[config.mk]
export PLATFORM = sky130hd
export DESIGN_NAME = uart_tx_cfg
export DESIGN_NICKNAME = d
export VERILOG_FILES = /design/src/rtl/uart_tx_cfg.sv
export SDC_FILE = /design/constraint.sdc
export NUM_CORES = 1
export LEC_CHECK = 0
export ABC_AREA = 1
export BUFFER_PORTS_ARGS = -buffer_cell sky130_fd_sc_hd__buf_2
export CAP_MARGIN = 20
export CELL_PAD_IN_SITES_DETAIL_PLACEMENT = 0
export CELL_PAD_IN_SITES_GLOBAL_PLACEMENT = 1
export CORE_UTILIZATION = 44
export CTS_BUF_LIST = sky130_fd_sc_hd__clkbuf_16
export DETAILED_ROUTE_END_ITERATION = 7
export PLACE_DENSITY = 0.83
export SKIP_LAST_GASP = 1
export SLEW_MARGIN = 20
export SYNTH_ARGS = -nofsm -noshare
export SYNTH_HDL_FRONTEND = slang
export SYNTH_SLANG_ARGS = --single-unit
[constraint.sdc]
create_clock -name clk_i -period 3.1 [get_ports clk_i]
set_clock_uncertainty 0.1 [all_clocks]
set_input_delay 0.62 -clock clk_i [delete_from_list [all_inputs] [get_ports clk_i]]
set_output_delay 0.62 -clock clk_i [all_outputs]
set_load 0.02 [all_outputs]
[src/rtl/uart_tx_cfg.sv]
// UART transmitter with runtime baud divisor, optional parity, one or two stop bits and
// line break. A holding register in front of the shift register lets a new character be
// queued while the current one is on the line, so back-to-back frames have no idle gap.
module uart_tx_cfg #(
   parameter int unsigned P_DATA_W = 8,
   parameter int unsigned P_DIV_W  = 16
) (
   input  logic                clk_i,
   input  logic                rst_n_i,
   input  logic [P_DIV_W-1:0]  div_i,
   input  logic [P_DATA_W-1:0] data_i,
   input  logic                valid_i,
   output logic                ready_o,
   input  logic [1:0]          parity_mode_i,
   input  logic                stop_sel_i,
   input  logic                break_i,
   output logic                tx_o,
   output logic                busy_o,
   output logic                done_o
);

   typedef enum logic [2:0] {StIdle, StStart, StData, StParity, StStop, StBreak} state_e;

   state_e                state_q, state_d;
   logic [P_DATA_W-1:0]   hold_q, hold_d;
   logic                  hold_full_q, hold_full_d;
   logic [P_DATA_W-1:0]   shift_q, shift_d;
   logic [P_DIV_W-1:0]    div_q, div_d;
   logic [P_DIV_W-1:0]    cnt_q, cnt_d;
   logic [3:0]            idx_q, idx_d;
   logic [1:0]            mode_q, mode_d;
   logic                  stop2_q, stop2_d;
   logic                  par_q, par_d;
   logic                  guard_q, guard_d;
   logic                  tx_q, tx_d;
   logic                  done_q, done_d;
   logic                  load;
   logic                  bit_end;
   logic                  par_new;

   // Parity of the character about to be loaded, using the mode sampled on the same edge
   always_comb begin
      par_new = 1'b0;
      unique case (parity_mode_i)
         2'b01:   par_new = ~^hold_q;
         2'b10:   par_new = ^hold_q;
         2'b11:   par_new = 1'b1;
         default: par_new = 1'b0;
      endcase
   end

   // Next-state, datapath and registered-output logic
   always_comb begin
      state_d     = state_q;
      hold_d      = hold_q;
      hold_full_d = hold_full_q;
      shift_d     = shift_q;
      div_d       = div_q;
      cnt_d       = cnt_q;
      idx_d       = idx_q;
      mode_d      = mode_q;
      stop2_d     = stop2_q;
      par_d       = par_q;
      guard_d     = guard_q;
      done_d      = 1'b0;
      load        = 1'b0;
      tx_d        = 1'b1;
      bit_end     = (cnt_q == div_q - 1'b1);

      unique case (state_q)
         StIdle: begin
            if (break_i) begin
               state_d = StBreak;
            end else if (hold_full_q && !guard_q) begin
               load = 1'b1;
            end
            // After a break the line must sit high one full bit time before a start bit
            if (guard_q) begin
               cnt_d = cnt_q + 1'b1;
               if (cnt_q == div_i - 1'b1) begin
                  guard_d = 1'b0;
                  cnt_d   = '0;
               end
            end
         end
         StStart: begin
            if (bit_end) state_d = StData;
         end
         StData: begin
            if (bit_end) begin
               if (idx_q == 4'(P_DATA_W - 1)) begin
                  state_d = (mode_q == 2'b00) ? StStop : StParity;
               end else begin
                  idx_d   = idx_q + 1'b1;
                  shift_d = shift_q >> 1;
               end
            end
         end
         StParity: begin
            if (bit_end) state_d = StStop;
         end
         StStop: begin
            if (bit_end) begin
               if (stop2_q && (idx_q == 4'd0)) begin
                  idx_d = 4'd1;
               end else begin
                  done_d = 1'b1;
                  if (hold_full_q && !break_i) begin
                     load = 1'b1;
                  end else begin
                     state_d = StIdle;
                  end
               end
            end
         end
         StBreak: begin
            if (!break_i) begin
               state_d = StIdle;
               guard_d = 1'b1;
            end
         end
         default: state_d = StIdle;
      endcase

      // Move holding register into the shift register and latch the frame configuration
      if (load) begin
         state_d     = StStart;
         shift_d     = hold_q;
         hold_full_d = 1'b0;
         div_d       = div_i;
         mode_d      = parity_mode_i;
         stop2_d     = stop_sel_i;
         par_d       = par_new;
      end

      // Accept only when empty; a load and an accept can never share an edge
      if (valid_i && !hold_full_q) begin
         hold_d      = data_i;
         hold_full_d = 1'b1;
      end

      // Bit timing restarts on every state change
      if (state_d != state_q) begin
         cnt_d = '0;
         idx_d = '0;
      end else if (state_q != StIdle && state_q != StBreak) begin
         cnt_d = bit_end ? '0 : cnt_q + 1'b1;
      end

      unique case (state_d)
         StStart:  tx_d = 1'b0;
         StData:   tx_d = shift_d[0];
         StParity: tx_d = par_d;
         StBreak:  tx_d = 1'b0;
         default:  tx_d = 1'b1;
      endcase
   end

   // State and datapath registers with synchronous active-low reset
   always_ff @(posedge clk_i) begin
      if (!rst_n_i) begin
         state_q     <= StIdle;
         hold_q      <= '0;
         hold_full_q <= 1'b0;
         shift_q     <= '0;
         div_q       <= '0;
         cnt_q       <= '0;
         idx_q       <= '0;
         mode_q      <= 2'b00;
         stop2_q     <= 1'b0;
         par_q       <= 1'b0;
         guard_q     <= 1'b0;
         tx_q        <= 1'b1;
         done_q      <= 1'b0;
      end else begin
         state_q     <= state_d;
         hold_q      <= hold_d;
         hold_full_q <= hold_full_d;
         shift_q     <= shift_d;
         div_q       <= div_d;
         cnt_q       <= cnt_d;
         idx_q       <= idx_d;
         mode_q      <= mode_d;
         stop2_q     <= stop2_d;
         par_q       <= par_d;
         guard_q     <= guard_d;
         tx_q        <= tx_d;
         done_q      <= done_d;
      end
   end

   assign ready_o = ~hold_full_q;
   assign tx_o    = tx_q;
   assign busy_o  = (state_q != StIdle);
   assign done_o  = done_q;

endmodule

* Yosys cells after proc, flatten, opt, wreduce, memory -nomap -nowiden
Cells that the tools add are included.
Word-level totals: output and inout bits 4, input port bits 31, register bits after elaboration 63
Cells by class: muxes and demuxes 42, $add $sub $neg 4, bitwise gates (word level) 2, reduce and logical (&&, ||, !) cells 28, equal/unequal tests 23
Operators with widths (number):
- 2-to-1 mux 16 bit | 5
- 2-to-1 mux 3 bit | 11
- equality test 16 bit | 2
- 2-to-1 mux 8 bit | 4
- subtractor 16 x 1 -> 16 bit, second input constant | 2
- case mux 3 bit (6 select lines) | 1
- adder 16 x 1 -> 16 bit, second input constant | 1
- 2-to-1 mux 4 bit | 4
- nonzero test 2 bit | 7
- equality test 3 x 2 -> 1 bit, second input constant | 4
- 2-to-1 mux 1 bit | 12
- != test 2 bit, second input constant | 6
- equality test 3 bit, second input constant | 3
- case mux 4 bit (2 select lines) | 1
- XNOR reduction 8 bit | 1
- XOR reduction 8 bit | 1
- equality test 3 x 1 -> 1 bit, second input constant | 2
- case mux 1 bit (3 select lines) | 2
- AND reduction 3 bit | 2
- logical AND 1 bit | 5
- AND reduction 5 bit | 1
- adder 4 x 1 -> 4 bit, second input constant | 1
- equality test 2 bit, second input constant | 2
- equality test 4 x 3 -> 1 bit, second input constant | 1
- 12 further kinds | 18

* Logic depth before layout (Yosys ltp)
depth after elaboration 10, mapped depth 21, mapped depth without buffers 20

* Least setup slack after synthesis
Ideal clock, no wire load.
kind input-to-reg, start point input port div_i[0], end point register cnt_q[10], buffers on the path 1, data required time 2.884 ns, arrival 2.352 ns, setup slack 0.532 ns, stages 15, path through inv_1 -> ha_1 -> nand2_1 -> inv_2 -> nand2_1 -> nor2_1 -> nand3_1 -> xor2_1 -> nor3_1 -> nand3_2 -> buf_2 -> nand3_1 -> nand2_1 -> a21oi_1 -> nor2_2
On the way: word-level cells in the longest chain between the ends 6
Ends and longest elaborated chain:
- start, declared | RTL line 10 | input logic [P_DIV_W-1:0] div_i,
- subtractor 16 x 1 -> 16 bit | RTL line 80 | if (cnt_q == div_i - 1'b1) begin
- equality test 16 bit | RTL line 80
- 2-to-1 mux 16 bit | RTL line 80
- 2-to-1 mux 16 bit | RTL line 78 | if (guard_q) begin
- 2-to-1 mux 16 bit | RTL line 70 | unique case (state_q)
- 2-to-1 mux 16 bit | RTL line 146 | end else if (state_q != StIdle && state_q != StBreak) begin
- end signal, assigned | RTL line 181 | cnt_q <= cnt_d;
- end, declared | RTL line 29 | logic [P_DIV_W-1:0] cnt_q, cnt_d;
Every way passes these cells. The select of a mux whose other input is x is not followed. A chain may end at the register's enable or synchronous reset.

* Worst setup path after layout
start point register div_q[0], end point register cnt_q[15]
On the way: word-level cells in the longest chain between the ends 7, elaborated cells between the ends (all ways) 14, those cells by class 1 x add/sub; 2 x eq/ne; 10 x mux; 1 x reduce/logical
Ends and longest elaborated chain:
- start, declared | RTL line 28 | logic [P_DIV_W-1:0] div_q, div_d;
- start signal, assigned | RTL line 180 | div_q <= div_d;
- subtractor 16 x 1 -> 16 bit * | RTL line 68 | bit_end = (cnt_q == div_q - 1'b1);
- equality test 16 bit * | RTL line 68
- 2-to-1 mux 3 bit, or another cell as far along | RTL line 103 | if (bit_end) begin
- case mux 3 bit (6 select lines) / case mux 1 bit (2 select lines) (equally long branches) | RTL line 70
- 2-to-1 mux 3 bit | RTL line 126 | if (load) begin
- != test 3 bit | RTL line 143 | if (state_d != state_q) begin
- OR reduction 2 bit (no source line)
Every way passes the cells marked *; elsewhere a longest branch is shown, timed or not.

==> flow_metrics.tcl <==
set metrics [dict create \
    outcome "complete, no violations" \
    synth_top_flop_cell "dfxtp_1" \
    routed_wl_um 13900 \
    cts_setup_buffers 0 \
    synth_mux_area_share_pct 0.230 \
    drt-initial-drc-count 422 \
    p_int_w 0.00178 \
    hp-start "shift_q[7]" \
    avgViaCountPerCell 5.26 \
    syn_area_mm2 0.00490 \
    wire_per_inst_um 14.7 \
    hp-class "flip-flop to flip-flop" \
    cts_inserted_buffers 9 \
    dieArea_mm2 0.0116 \
    fmax_mhz 352 \
    drive_gt1_share_pct 17.8 \
    clkTransAtPathRegs_ns 0.06 \
    antennaDiodeCount 0 \
    postLayoutCellArea_mm2 0.00558 \
    vdd.ir_drop.worst_v 0.000286 \
    fp.dieW_um 108 \
    ys_seq_area_share_pct 25.7 \
    synthCells 767 \
    reg2reg_slack_ns 0.26 \
    clock_latency_ns 0.33 \
    setup_viol 0 \
    final.setup.tns_ns 0 \
    final_cells 947 \
    synth_edf_count 0 \
    cts_root_buf "clkbuf_16" \
    grt_start_max_net_pins 41 \
    yosysWarningCount 0 \
    clkSinkCount 63 \
    dp.cells 930 \
    startpoint_type "flip-flop" \
    wl_met1_um 6890 \
    gp_congestion 0.881 \
    rr_endpoint "cnt_q[15]" \
    criticalPathCategory "flip-flop to flip-flop" \
    final-seq-area_mm2 0.00126 \
    grt_pass1_wl_um 22600 \
    multi_input_area_mm2 0.00318 \
    syn_nets 803 \
    clock_power_share_pct 36.0 \
    synth_top_family_by_area "simple AND/OR/NAND/NOR gates" \
    hpwl_um 10500 \
    track_usage_pct 25.3 \
    ant_nets 0 \
    cp_max_fo 14 \
    route.met3.wl_um 547 \
    rows 38 \
    ys_async_sr_fraction_pct 0 \
    place_area_mm2 0.00524 \
    p_leak_nw 2.59 \
    maxUsedRoutingLayer "met4" \
    fp.dieH_um 108 \
    synth_simple_gate_area_share_pct 43.6 \
    vias 4979 \
    grt-ovfl-total 0 \
    fp.coreArea_mm2 0.0108 \
    worstMarginPinSlew_ns 0.516 \
    antenna_found_initial 0 \
    synthAdderAreaFrac_pct 1.28 \
    io_pins 35 \
    rr_worst_depth 17 \
    cts_tree "done" \
    cts.path.max_buffers 2 \
    seqPwrFrac_pct 32.3 \
    grt_pass1_vias 4551 \
    relSlewSlack_pct 65.6 \
    holdPathStages 2 \
    worstPathRequired_ns 3.27 \
    drv_cap 0 \
    regToRegStartpoint "div_q[0]" \
    hold_viol 0 \
    power_switching_w 0.00101 \
    swShare_pct 36.2 \
    comb_power_share_pct 31.8 \
    crit_path_end_kind "flip-flop" \
    h-tree-depth 3 \
    synth_xor_area_share_pct 9.83 \
    rsz0062_at_grt "no" \
    port_buffers 34 \
    area_delta_synth_final_pct 13.8 \
    min_to "shift_q[7]" \
    powerDensity_mw_per_mm2 501 \
    synth-compound-area-share_pct 9.60 \
    synth_seq_cells 63 \
    nFillCells 1139 \
    crit_arrival_ns 3.01 \
    layout.nets 838 \
    finalCritPeriodShare_pct 91.6 \
    min_period_ns 2.84 \
    synth_area_per_cell_um2 6.39 \
    maxSlewViolCount 0 \
    initial_core_util_pct 45.2 \
    yosysUniqueCellTypes 38 \
    wl_met2_um 6280 \
    dr.pass1.iters 5 \
    drc 0 \
]
-- power by group through the flow --
stage / clock network [W] / registers, W / logic [W]
after floorplan: 0 / 0.000909 / 0.000659
after global placement: 0 / 0.000918 / 0.000845
final: 0.00101 / 0.000903 / 0.000888
after global routing: 0.00106 / 0.000909 / 0.000987
after detailed placement: 0 / 0.000919 / 0.000861
after CTS: 0.00102 / 0.000902 / 0.000865
-- cells by family (layout without fill, tap and decap cells) --
family                   after synthesis  count (layout)
multiplexers                           1               1
buffers and inverters                116             156
XOR/XNOR                              55              55
AO/OA/AOI/OAI                         86              86
adder cells (fa/ha/maj)                5               5
AND/OR/NAND/NOR                      441             441
flip-flops                            63              63
-- what timing repair did --
| action | CTS | global route |
|---|---|---|
| hold endpoints to repair | 0 | 0 |
| setup endpoints to repair | 0 | 15 |
| hold buffers | 0 | 0 |
| gates resized for setup | 0 | 4 |
-- sequential cells by signal, summed over array words and instances, names as in the netlist --
name / cells
idx_q: 4
done_o: 1
hold_full_q: 1
state_q: 3
par_q: 1
cnt_q: 16
stop2_q: 1
shift_q: 8
div_q: 16
mode_q: 2
tx_o: 1
hold_q: 8
guard_q: 1
-- stage by stage --
stage	hold WS, ns	power, W	utilization [%]	setup WS, ns
after floorplan	0.339	0.00157	-	0.532
after global placement	0.348	0.00176	48.3	0.316
after detailed placement	0.355	0.00178	48.3	0.245
after CTS	0.364	0.00279	51.1	0.250
after global routing	0.381	0.00295	51.4	0.00155
final	0.363	0.00280	51.4	0.260
-- cells in the final DEF (no fill, tap or decap), types with 7 or more instances in the layout --
master,n
nand2_2,14
buf_4,11
nand4_1,9
buf_2,34
o21ai_0,37
nor2_2,27
xnor2_1,17
inv_1,87
nand3_1,70
dfxtp_1,63
a21oi_1,36
nor3_1,24
xor2_1,38
nor2_4,8
nand2_1,158
nor4_1,7
nand3_2,9
nor2_1,95
clkbuf_16,10
-- worst max-delay path, cell delays in order (launching register included) --
cell and delay (ns):
dfxtp_1 0.32, inv_1 0.08, ha_2 0.24, nand2_1 0.12, nor2_1 0.16, nand3_1 0.09
nand3_1 0.15, nand3_1 0.09, nor3_1 0.31, nand3_2 0.12, nand2_2 0.12, inv_2 0.15
nand2_2 0.12, nand2_1 0.05, nand2_1 0.08, nand3_2 0.17, clkbuf_16 0.23, nor2_2 0.08
-- worst max path at each step --
stage	from	endpoint	slack, ns	depth (start not counted)
2_1_floorplan	div_i[0]	cnt_q[10]	0.53	15
3_3_place_gp	div_q[0]	cnt_q[2]	0.32	17
3_5_place_dp	div_i[0]	cnt_q[3]	0.24	16
4_1_cts	div_q[0]	cnt_q[0]	0.25	17
5_1_grt	div_q[1]	idx_q[1]	0.002	20
6_report	div_q[0]	cnt_q[15]	0.26	17
-- cell usage after synthesis, types with 10 or more instances --
| library cell | number | share of area [%] |
|---|---|---|
| nor2_1 | 96 | 7.4 |
| xor2_1 | 38 | 6.8 |
| nor2_2 | 27 | 3.4 |
| nor3_1 | 24 | 2.5 |
| dfxtp_1 | 63 | 26 |
| clkbuf_1 | 10 | 0.77 |
| o21ai_0 | 37 | 3.8 |
| nand2_2 | 13 | 1.7 |
| a21oi_1 | 37 | 3.8 |
| nand2_1 | 159 | 12 |
| inv_1 | 86 | 6.6 |
| xnor2_1 | 17 | 3.0 |
| nand3_1 | 70 | 7.2 |
-- layout make-up --
| type | instances | share of cell area (%) |
|---|---|---|
| Timing Repair Buffer | 48 | 5.70 |
| Tap cell | 140 | 3.14 |
| Clock inverter | 7 | 1.35 |
| Sequential cell | 63 | 22.6 |
| Clock buffer | 9 | 4.04 |
| Multi-Input combinational cell | 588 | 57.0 |
| Inverter | 92 | 6.19 |
-- routing by layer --
metal | GRT usage (%) | vias up
li1 | - | 2538
met1 | 35.2 | 2321
met2 | 39.9 | 106
met3 | 4.24 | 14
met4 | 7.63 | 0
met5 | 0 | -
(Power assumes the default switching activity.)
